## config.mk

```make
export PLATFORM = sky130hd
export DESIGN_NAME = gray2bin_arbiter
export DESIGN_NICKNAME = d
export VERILOG_FILES = /design/src/rtl/gray2bin_arbiter.sv
export SDC_FILE = /design/constraint.sdc
export NUM_CORES = 1
export LEC_CHECK = 0
export BUFFER_PORTS_ARGS = -buffer_cell sky130_fd_sc_hd__buf_2
export CAP_MARGIN = 20
export CORE_ASPECT_RATIO = 1.75
export CORE_MARGIN = 1.5
export CORE_UTILIZATION = 50
export CTS_CLUSTER_DIAMETER = 120
export DETAILED_ROUTE_END_ITERATION = 16
export HOLD_SLACK_MARGIN = 0.1
export PLACE_DENSITY_LB_ADDON = 0.08
export SLEW_MARGIN = 5
export SYNTH_ARGS = -nofsm -noshare
export SYNTH_HDL_FRONTEND = slang
export SYNTH_SLANG_ARGS = --single-unit
```

## constraint.sdc

```tcl
create_clock -name clk -period 2.35 [get_ports clk]
set_input_delay 0.1175 -clock clk [delete_from_list [all_inputs] [get_ports clk]]
set_output_delay 0.1175 -clock clk [all_outputs]
set_load 0.005 [all_outputs]
```

## src/rtl/gray2bin_arbiter.sv

```systemverilog
// Round-robin scheduler that feeds N_REQ Gray-coded requesters into one
// bit-serial Gray-to-binary converter (MSB first) with a valid/ready result port.
//
//  state | meaning
//  ------+----------------------------------------------------------
//  IDLE  | waiting for any req; arbitrates and captures the winner's code
//  CONV  | resolves one binary bit per clock, bit idx, MSB first
//  HOLD  | result presented on bin_out/out_id until out_valid & out_ready
module gray2bin_arbiter #(
    parameter  int N_REQ = 4,
    parameter  int W     = 4,
    localparam int IDW   = $clog2(N_REQ)
) (
    input  logic               clk,
    input  logic               rst,
    input  logic [N_REQ-1:0]   req,
    input  logic [N_REQ*W-1:0] gray_in,
    output logic [N_REQ-1:0]   grant,
    output logic               busy,
    output logic [W-1:0]       bin_out,
    output logic [IDW-1:0]     out_id,
    output logic               out_valid,
    input  logic               out_ready
);

    localparam int IXW = $clog2(W + 1);
    localparam logic [N_REQ-1:0] GRANT_LSB = N_REQ'(1);

    typedef enum logic [1:0] {
        IDLE,
        CONV,
        HOLD
    } state_t;

    state_t         state;
    logic [W-1:0]   g_reg;
    logic [W-1:0]   bin_reg;
    logic [IXW-1:0] idx;
    logic [IDW-1:0] last_id;

    logic [W-1:0]   gray_arr [N_REQ];
    logic           win_found;
    logic [IDW-1:0] win_id;
    logic [W-1:0]   win_gray;
    int             cand_i;

    logic [W:0]     bin_ext;
    logic [W:0]     g_ext;
    logic           next_bit;
    logic [W-1:0]   bin_next;

    // Search starts one past the last winner, so a requester that keeps req
    // high after its grant naturally falls to the back of the queue.
    always_comb begin
        win_found = 1'b0;
        win_id    = '0;
        win_gray  = '0;
        cand_i    = 0;
        for (int k = 0; k < N_REQ; k++) begin
            gray_arr[k] = gray_in[k*W +: W];
        end
        for (int off = 1; off <= N_REQ; off++) begin
            cand_i = (int'(last_id) + off) % N_REQ;
            if (!win_found && req[IDW'(cand_i)]) begin
                win_found = 1'b1;
                win_id    = IDW'(cand_i);
                win_gray  = gray_arr[IDW'(cand_i)];
            end
        end
    end

    // Zero above the MSB makes bit W-1 fall out of the same XOR as the rest.
    always_comb begin
        bin_ext  = {1'b0, bin_reg};
        g_ext    = {1'b0, g_reg};
        next_bit = bin_ext[idx + 1'b1] ^ g_ext[idx];
        bin_next = bin_reg;
        for (int i = 0; i < W; i++) begin
            if (idx == IXW'(i)) begin
                bin_next[i] = next_bit;
            end
        end
    end

    always_ff @(posedge clk or posedge rst) begin
        if (rst) begin
            state     <= IDLE;
            grant     <= '0;
            out_valid <= 1'b0;
            out_id    <= '0;
            last_id   <= IDW'(N_REQ - 1);
            g_reg     <= '0;
            bin_reg   <= '0;
            idx       <= '0;
        end else begin
            grant <= '0;
            case (state)
                IDLE: begin
                    if (win_found) begin
                        grant   <= GRANT_LSB << win_id;
                        g_reg   <= win_gray;
                        out_id  <= win_id;
                        last_id <= win_id;
                        idx     <= IXW'(W - 1);
                        state   <= CONV;
                    end
                end
                CONV: begin
                    bin_reg <= bin_next;
                    if (idx == '0) begin
                        out_valid <= 1'b1;
                        state     <= HOLD;
                    end else begin
                        idx <= idx - 1'b1;
                    end
                end
                HOLD: begin
                    if (out_ready) begin
                        out_valid <= 1'b0;
                        state     <= IDLE;
                    end
                end
                default: state <= IDLE;
            endcase
        end
    end

    assign busy    = (state != IDLE);
    assign bin_out = bin_reg;

endmodule

```

* Yosys cells after proc, flatten, opt, wreduce, memory -nomap -nowiden
Index checks and enable logic that the tools add are counted.
** Cells by class
- $lt $le $gt $ge :: 10
- Muxes and demuxes :: 52
- Equality and inequality tests :: 9
- Add/subtract/negate cells :: 6
- Bitwise gates (word level) :: 5
- Reductions and logical operators :: 19
- Shifts and indexed selects :: 1
** Operator list (count)
- two-way mux 4 bit :: 14
- binary-select mux 4 bit (select 2 bit) :: 4
- < comparator 2 x 4 -> 1 bit, second input constant :: 4
- two-way mux 1 bit :: 16
- two-way mux 2 bit :: 7
- greater-or-equal comparator 2 x 3 -> 1 bit, second input constant :: 4
- AND reduction 2 bit :: 5
- AND reduction 3 bit :: 3
- binary-select mux 1 bit (select 2 bit) :: 4
- < comparator 3 x 4 -> 1 bit, second input constant :: 2
- != test 2 bit, second input constant :: 4
- inverter 2 bit :: 4
- binary-select mux 1 bit (select 3 bit) :: 2
- == test 3 x 2 -> 1 bit, second input constant :: 2
- two-way mux 3 bit :: 2
- case mux 2 bit (3 select lines) :: 1
- case mux 3 bit (2 select lines) :: 1
- nonzero test 2 bit :: 3
- adder 2 x 1 -> 2 bit, second input constant :: 2
- adder 2 bit, second input constant :: 2
- left shift 1 x 2 -> 4 bit, first input constant :: 1
- adder 3 x 1 -> 3 bit, second input constant :: 1
- == test 3 x 1 -> 1 bit, second input constant :: 1
- logical AND 1 bit :: 3
- 8 further kinds :: 10
** Storage, ports and cells
- Word-level logic and storage cells :: 113
- Input port bits :: 23
- Output and inout bits :: 12
- Flip-flop bits (word level) :: 22

* Longest topological paths before layout
- Word-level depth :: 17
- Gate-level depth with buffers :: 7
- Depth with buffers taken out :: 6

* Worst setup path before layout
Ideal clock, no wire load.
- Path type :: reg-to-reg
- Start point :: reg last_id[1]
- End point :: reg g_reg[0]
- Clock period less this slack :: 1.807 ns
- Data arrival time :: 1.674 ns
- Setup time :: 0.134 ns
- Cell stages (with the launch flop) :: 7
- Required time :: 2.216 ns
- Buffers on the path :: 2
- Slack :: 0.543 ns
- Path through :: dfstp_2 > buf_6 > buf_8 > mux4_2 > and2_1 > a2111oi_2 > a31oi_1
** On the way
- Longest elaborated chain between the ends :: 15
- Elaborated cells between the ends (all ways) :: 47
- Classes of those cells :: add/sub: 4; mux: 32; bitwise: 4; reduce/logical: 7
** Ends and longest elaborated chain
- from (decl) :: line 39 : logic [IDW-1:0] last_id;
- from (signal assigned) :: line 91 : last_id <= IDW'(N_REQ - 1);
- from (signal assigned) :: line 103 : last_id <= win_id;
- adder 2 x 1 -> 2 bit :: line 63 : cand_i = (int'(last_id) + off) % N_REQ;
- binary-select mux 1 bit (select 2 bit) :: line 64 : if (!win_found && req[IDW'(cand_i)]) begin
- two-way mux 1 bit (not written as such) (2 in a row) :: line 64
- two-way mux 1 bit :: line 64
- zero test 1 bit :: line 64
- logical AND 1 bit :: line 64
- two-way mux 1 bit :: line 64
- zero test 1 bit :: line 64
- logical AND 1 bit :: line 64
- two-way mux 1 bit :: line 64
- zero test 1 bit :: line 64
- logical AND 1 bit :: line 64
- two-way mux 1 bit :: line 64
- AND reduction 2 bit (no line)
- to (signal assigned) :: line 101 : g_reg <= win_gray;
- to (decl) :: line 36 : logic [W-1:0] g_reg;
Parallel ways exist; a longest one is shown, timed or not. The select of a mux whose other input is x is not followed.
A chain may end at the register's enable or synchronous reset.

* Worst setup path after layout
- Start point :: reg last_id[1]
- End point :: reg g_reg[2]
Same word-level chain as after synthesis.

==> impl_metrics.tcl <==
set metrics [dict create \
    status "completed" \
    endpoint_kind "register" \
    drive_gt1_frac 0.3416 \
    post_dp_cell_area_um2 2041 \
    diodes 0 \
    critPathTopFamily "flip-flops" \
    synth_mux_area_frac 0.2279 \
    cts.path.max_buffers 2 \
    io_pins 35 \
    cp_max_fo 12 \
    grt_pass1_wl_mm 7.396 \
    first_global_vias 1586 \
    start_kind "register" \
    fin_nets 232 \
    dr.max_layer_used "met4" \
    min_period_ps 2082 \
    grt.total_usage 0.2285 \
    synth_top_area_frac 0.2681 \
    setup_viol 0 \
    yosys_warnings 0 \
    vias 1528 \
    clk_latency_ps 260 \
    worstSetupPathType "register to register" \
    hold_ws_ps 248.1 \
    routabilityCongestion 0.8483 \
    crit_buf_inv 0 \
    p_leak_nw 0.8941 \
    final_max_slew_viol_count 0 \
    nFillCells 298 \
    async_flop_share 1.000 \
    via_per_inst 6.161 \
    post-place-ws_ps 300.6 \
    crit_required_ps 2490 \
    firstDrtPassIters 4 \
    std_cell_rows 29 \
    dieArea_um2 4124 \
    drtAntennaViolNets 0 \
    drcViolationCount 0 \
    synth_compound_area_frac 0.1414 \
    synth_xor_area_frac 0.009383 \
    dp_hpwl_mm 3.148 \
    placement.io_buffers 34 \
    cts_buffers 3 \
    grt_start_max_net_pins 23 \
    die_w_um 49.19 \
    synth_adder_area_share 0.04021 \
    worstMarginPinSlew_ps 811.9 \
    design.core.area_um2 3592 \
    cp_cell_sequence "mux4_2, and2_1, a2111oi_1, a31oi_1" \
    cts_tree "built" \
    start_util 0.5197 \
    grt_overflow 0 \
    synth_simple_gate_area_frac 0.2292 \
    final.setup_skew_ps 1.905 \
    clk_pin_slew_ps 80 \
    yosys.area.top_type "dfrtp_1" \
    peakVddDrop_mv 0.6664 \
    avgSynthCellArea_um2 10.85 \
    ys_top_cells_by_area "dfrtp_1 (27%), mux4_2 (12%), mux2_2 (4.2%)" \
    wl_met1_mm 1.672 \
    syn_nets 201 \
    drtIter0Drc 43 \
    synth_top_family_by_area "simple AND/OR/NAND/NOR gates" \
    synth-edff-count 0 \
    post-route-period-util 0.8859 \
    cts.htree.levels 1 \
    cts_setup_buffers 0 \
    synth_ff_type "dfrtp_1" \
    setup_tns_ps 0 \
    met3_length_um 127 \
    powerDensity_nw_per_um2 1201 \
    synth_seq_cells 22 \
    met2_length_mm 2.377 \
    die_height_um 83.83 \
    ys_types 50 \
    wl_per_cell_um 17.30 \
    max_stage_delay_ps 730 \
    area_delta_synth_final_pct 14.21 \
    synth.cell_area_um2 1867 \
    netlist_instances 172 \
    hold_viol 0 \
    seq_area_frac_synth 0.2962 \
    arrival_ps 2220 \
    wl_mm 4.291 \
    cts_root_buf "clkbuf_8" \
    hold_path.class "primary input to register" \
    cap_violations 0 \
    slew_headroom 0.4582 \
    fmaxAchievable_mhz 480.4 \
    fin_area_um2 2132 \
    cts_sinks 22 \
    crit_slowest_cell "dfstp_2" \
    rsz0062_at_grt "no" \
    antenna_found_initial 0 \
    layout_setup_ws_ps 268.3 \
]
[through the flow]
stage | utilization | std cells | power, mW
2_1_floorplan | - | 172 | 1.868
3_3_place_gp | 0.5681 | 242 | 2.144
3_5_place_dp | 0.5681 | 242 | 2.207
4_1_cts | 0.5935 | 248 | 2.580
5_1_grt | 0.5935 | 248 | 2.773
6_report | 0.5935 | 248 | 2.560
[worst paths after layout]
path	start	to	slack [ps]	cells past startpoint
max	last_id[1]$_DFFE_PP1P_	g_reg[2]$_DFFE_PP0P_	270	4
min in group asynchronous	rst	grant[3]$_DFF_PP0_	540	3
min reg2reg	out_id[1]$_DFFE_PP0P_	out_id[1]$_DFFE_PP0P_	490	1
max reg2reg	last_id[1]$_DFFE_PP1P_	g_reg[2]$_DFFE_PP0P_	270	4
min	gray_in[11]	g_reg[3]$_DFFE_PP0P_	250	3
max in group asynchronous	rst	bin_out[0]$_DFFE_PP0P_	1300	3
[cells by family after synthesis]
group / Yosys count
and+or+nand+nor: 65
buffers and inverters: 17
muxes: 27
DFF: 22
adders and majority gates: 6
AOI/OAI and AO/OA: 33
xor gates and xnor gates: 2
[synthesized netlist by cell type (all sizes together) (2+ instances only)]
| master | number |
|---|---|
| nand4b | 5 |
| nand2b | 3 |
| ha | 6 |
| a31oi | 4 |
| mux2 | 11 |
| or2 | 2 |
| a221oi | 4 |
| nor2b | 6 |
| a21oi | 6 |
| mux4 | 11 |
| nand4bb | 2 |
| buf | 13 |
| dfstp | 2 |
| o21a | 2 |
| a21o | 2 |
| inv | 4 |
| a2111oi | 4 |
| or3b | 2 |
| nand3 | 6 |
| dfrtp | 20 |
| a211oi | 4 |
| and2 | 6 |
| o21ai | 3 |
| or4bb | 4 |
| nand2 | 13 |
| nor2 | 9 |
| mux2i | 5 |
[worst register-to-register path, delay by kind of cell (launching register included)]
family | cells | cell delay, ps
AOI/OAI and AO/OA | 2 | 460
DFF | 1 | 730
muxes | 1 | 600
and+or+nand+nor | 1 | 160
[routing by layer]
layer | up-vias | track usage
met4 | 0 | 0.1169
li1 | 717 | -
met3 | 10 | 0.01075
met1 | 748 | 0.2651
met2 | 53 | 0.4128
met5 | - | 0
[power by group]
| group | leakage (nW) | internal, mW | total (mW) | switching [mW] |
|---|---|---|---|---|
| Sequential | 0.260 | 0.564 | 0.744 | 0.180 |
| Combinational | 0.598 | 0.757 | 1.46 | 0.707 |
| Clock | 0.0357 | 0.228 | 0.352 | 0.124 |
| Total | 0.894 | 1.55 | 2.56 | 1.01 |
[layout by cell type (no fill, tap or decap), types with 2 or more instances in the layout]
cell	count
buf_2	34
dfrtp_1	20
nand2_1	13
mux4_2	10
nor2_1	9
mux2_2	7
nor2b_1	6
nand3_1	6
and2_1	6
ha_1	6
a21oi_1	5
mux2i_1	5
nand4b_1	5
inv_1	4
a221oi_1	4
or4bb_1	4
a31oi_1	4
mux2_1	4
nand2b_1	3
clkbuf_8	3
or2_1	2
or3b_1	2
nand4bb_1	2
a211oi_2	2
a2111oi_2	2
a211oi_1	2
a2111oi_1	2
o21a_1	2
a21o_1	2
o21ai_0	2
dlygate4sd3_1	2
dfstp_2	2
buf_4	2
[area by class of cell]
class | count | area [um2] | area share
Clock inverter | 1 | 30.03 | 0.01408
Multi-Input combinational cell | 133 | 1210 | 0.5675
Sequential cell | 22 | 553.0 | 0.2594
Clock buffer | 3 | 41.29 | 0.01937
Inverter | 4 | 15.01 | 0.007042
Timing Repair Buffer | 39 | 225.2 | 0.1056
Tap cell | 46 | 57.56 | 0.02700
[repair_timing]
action | 4_1_cts | 5_1_grt
resized for setup | 0 | 0
hold endpoints to repair | 21 | 0
hold buffers | 2 | 0
Power figures use the tool's default switching activity.
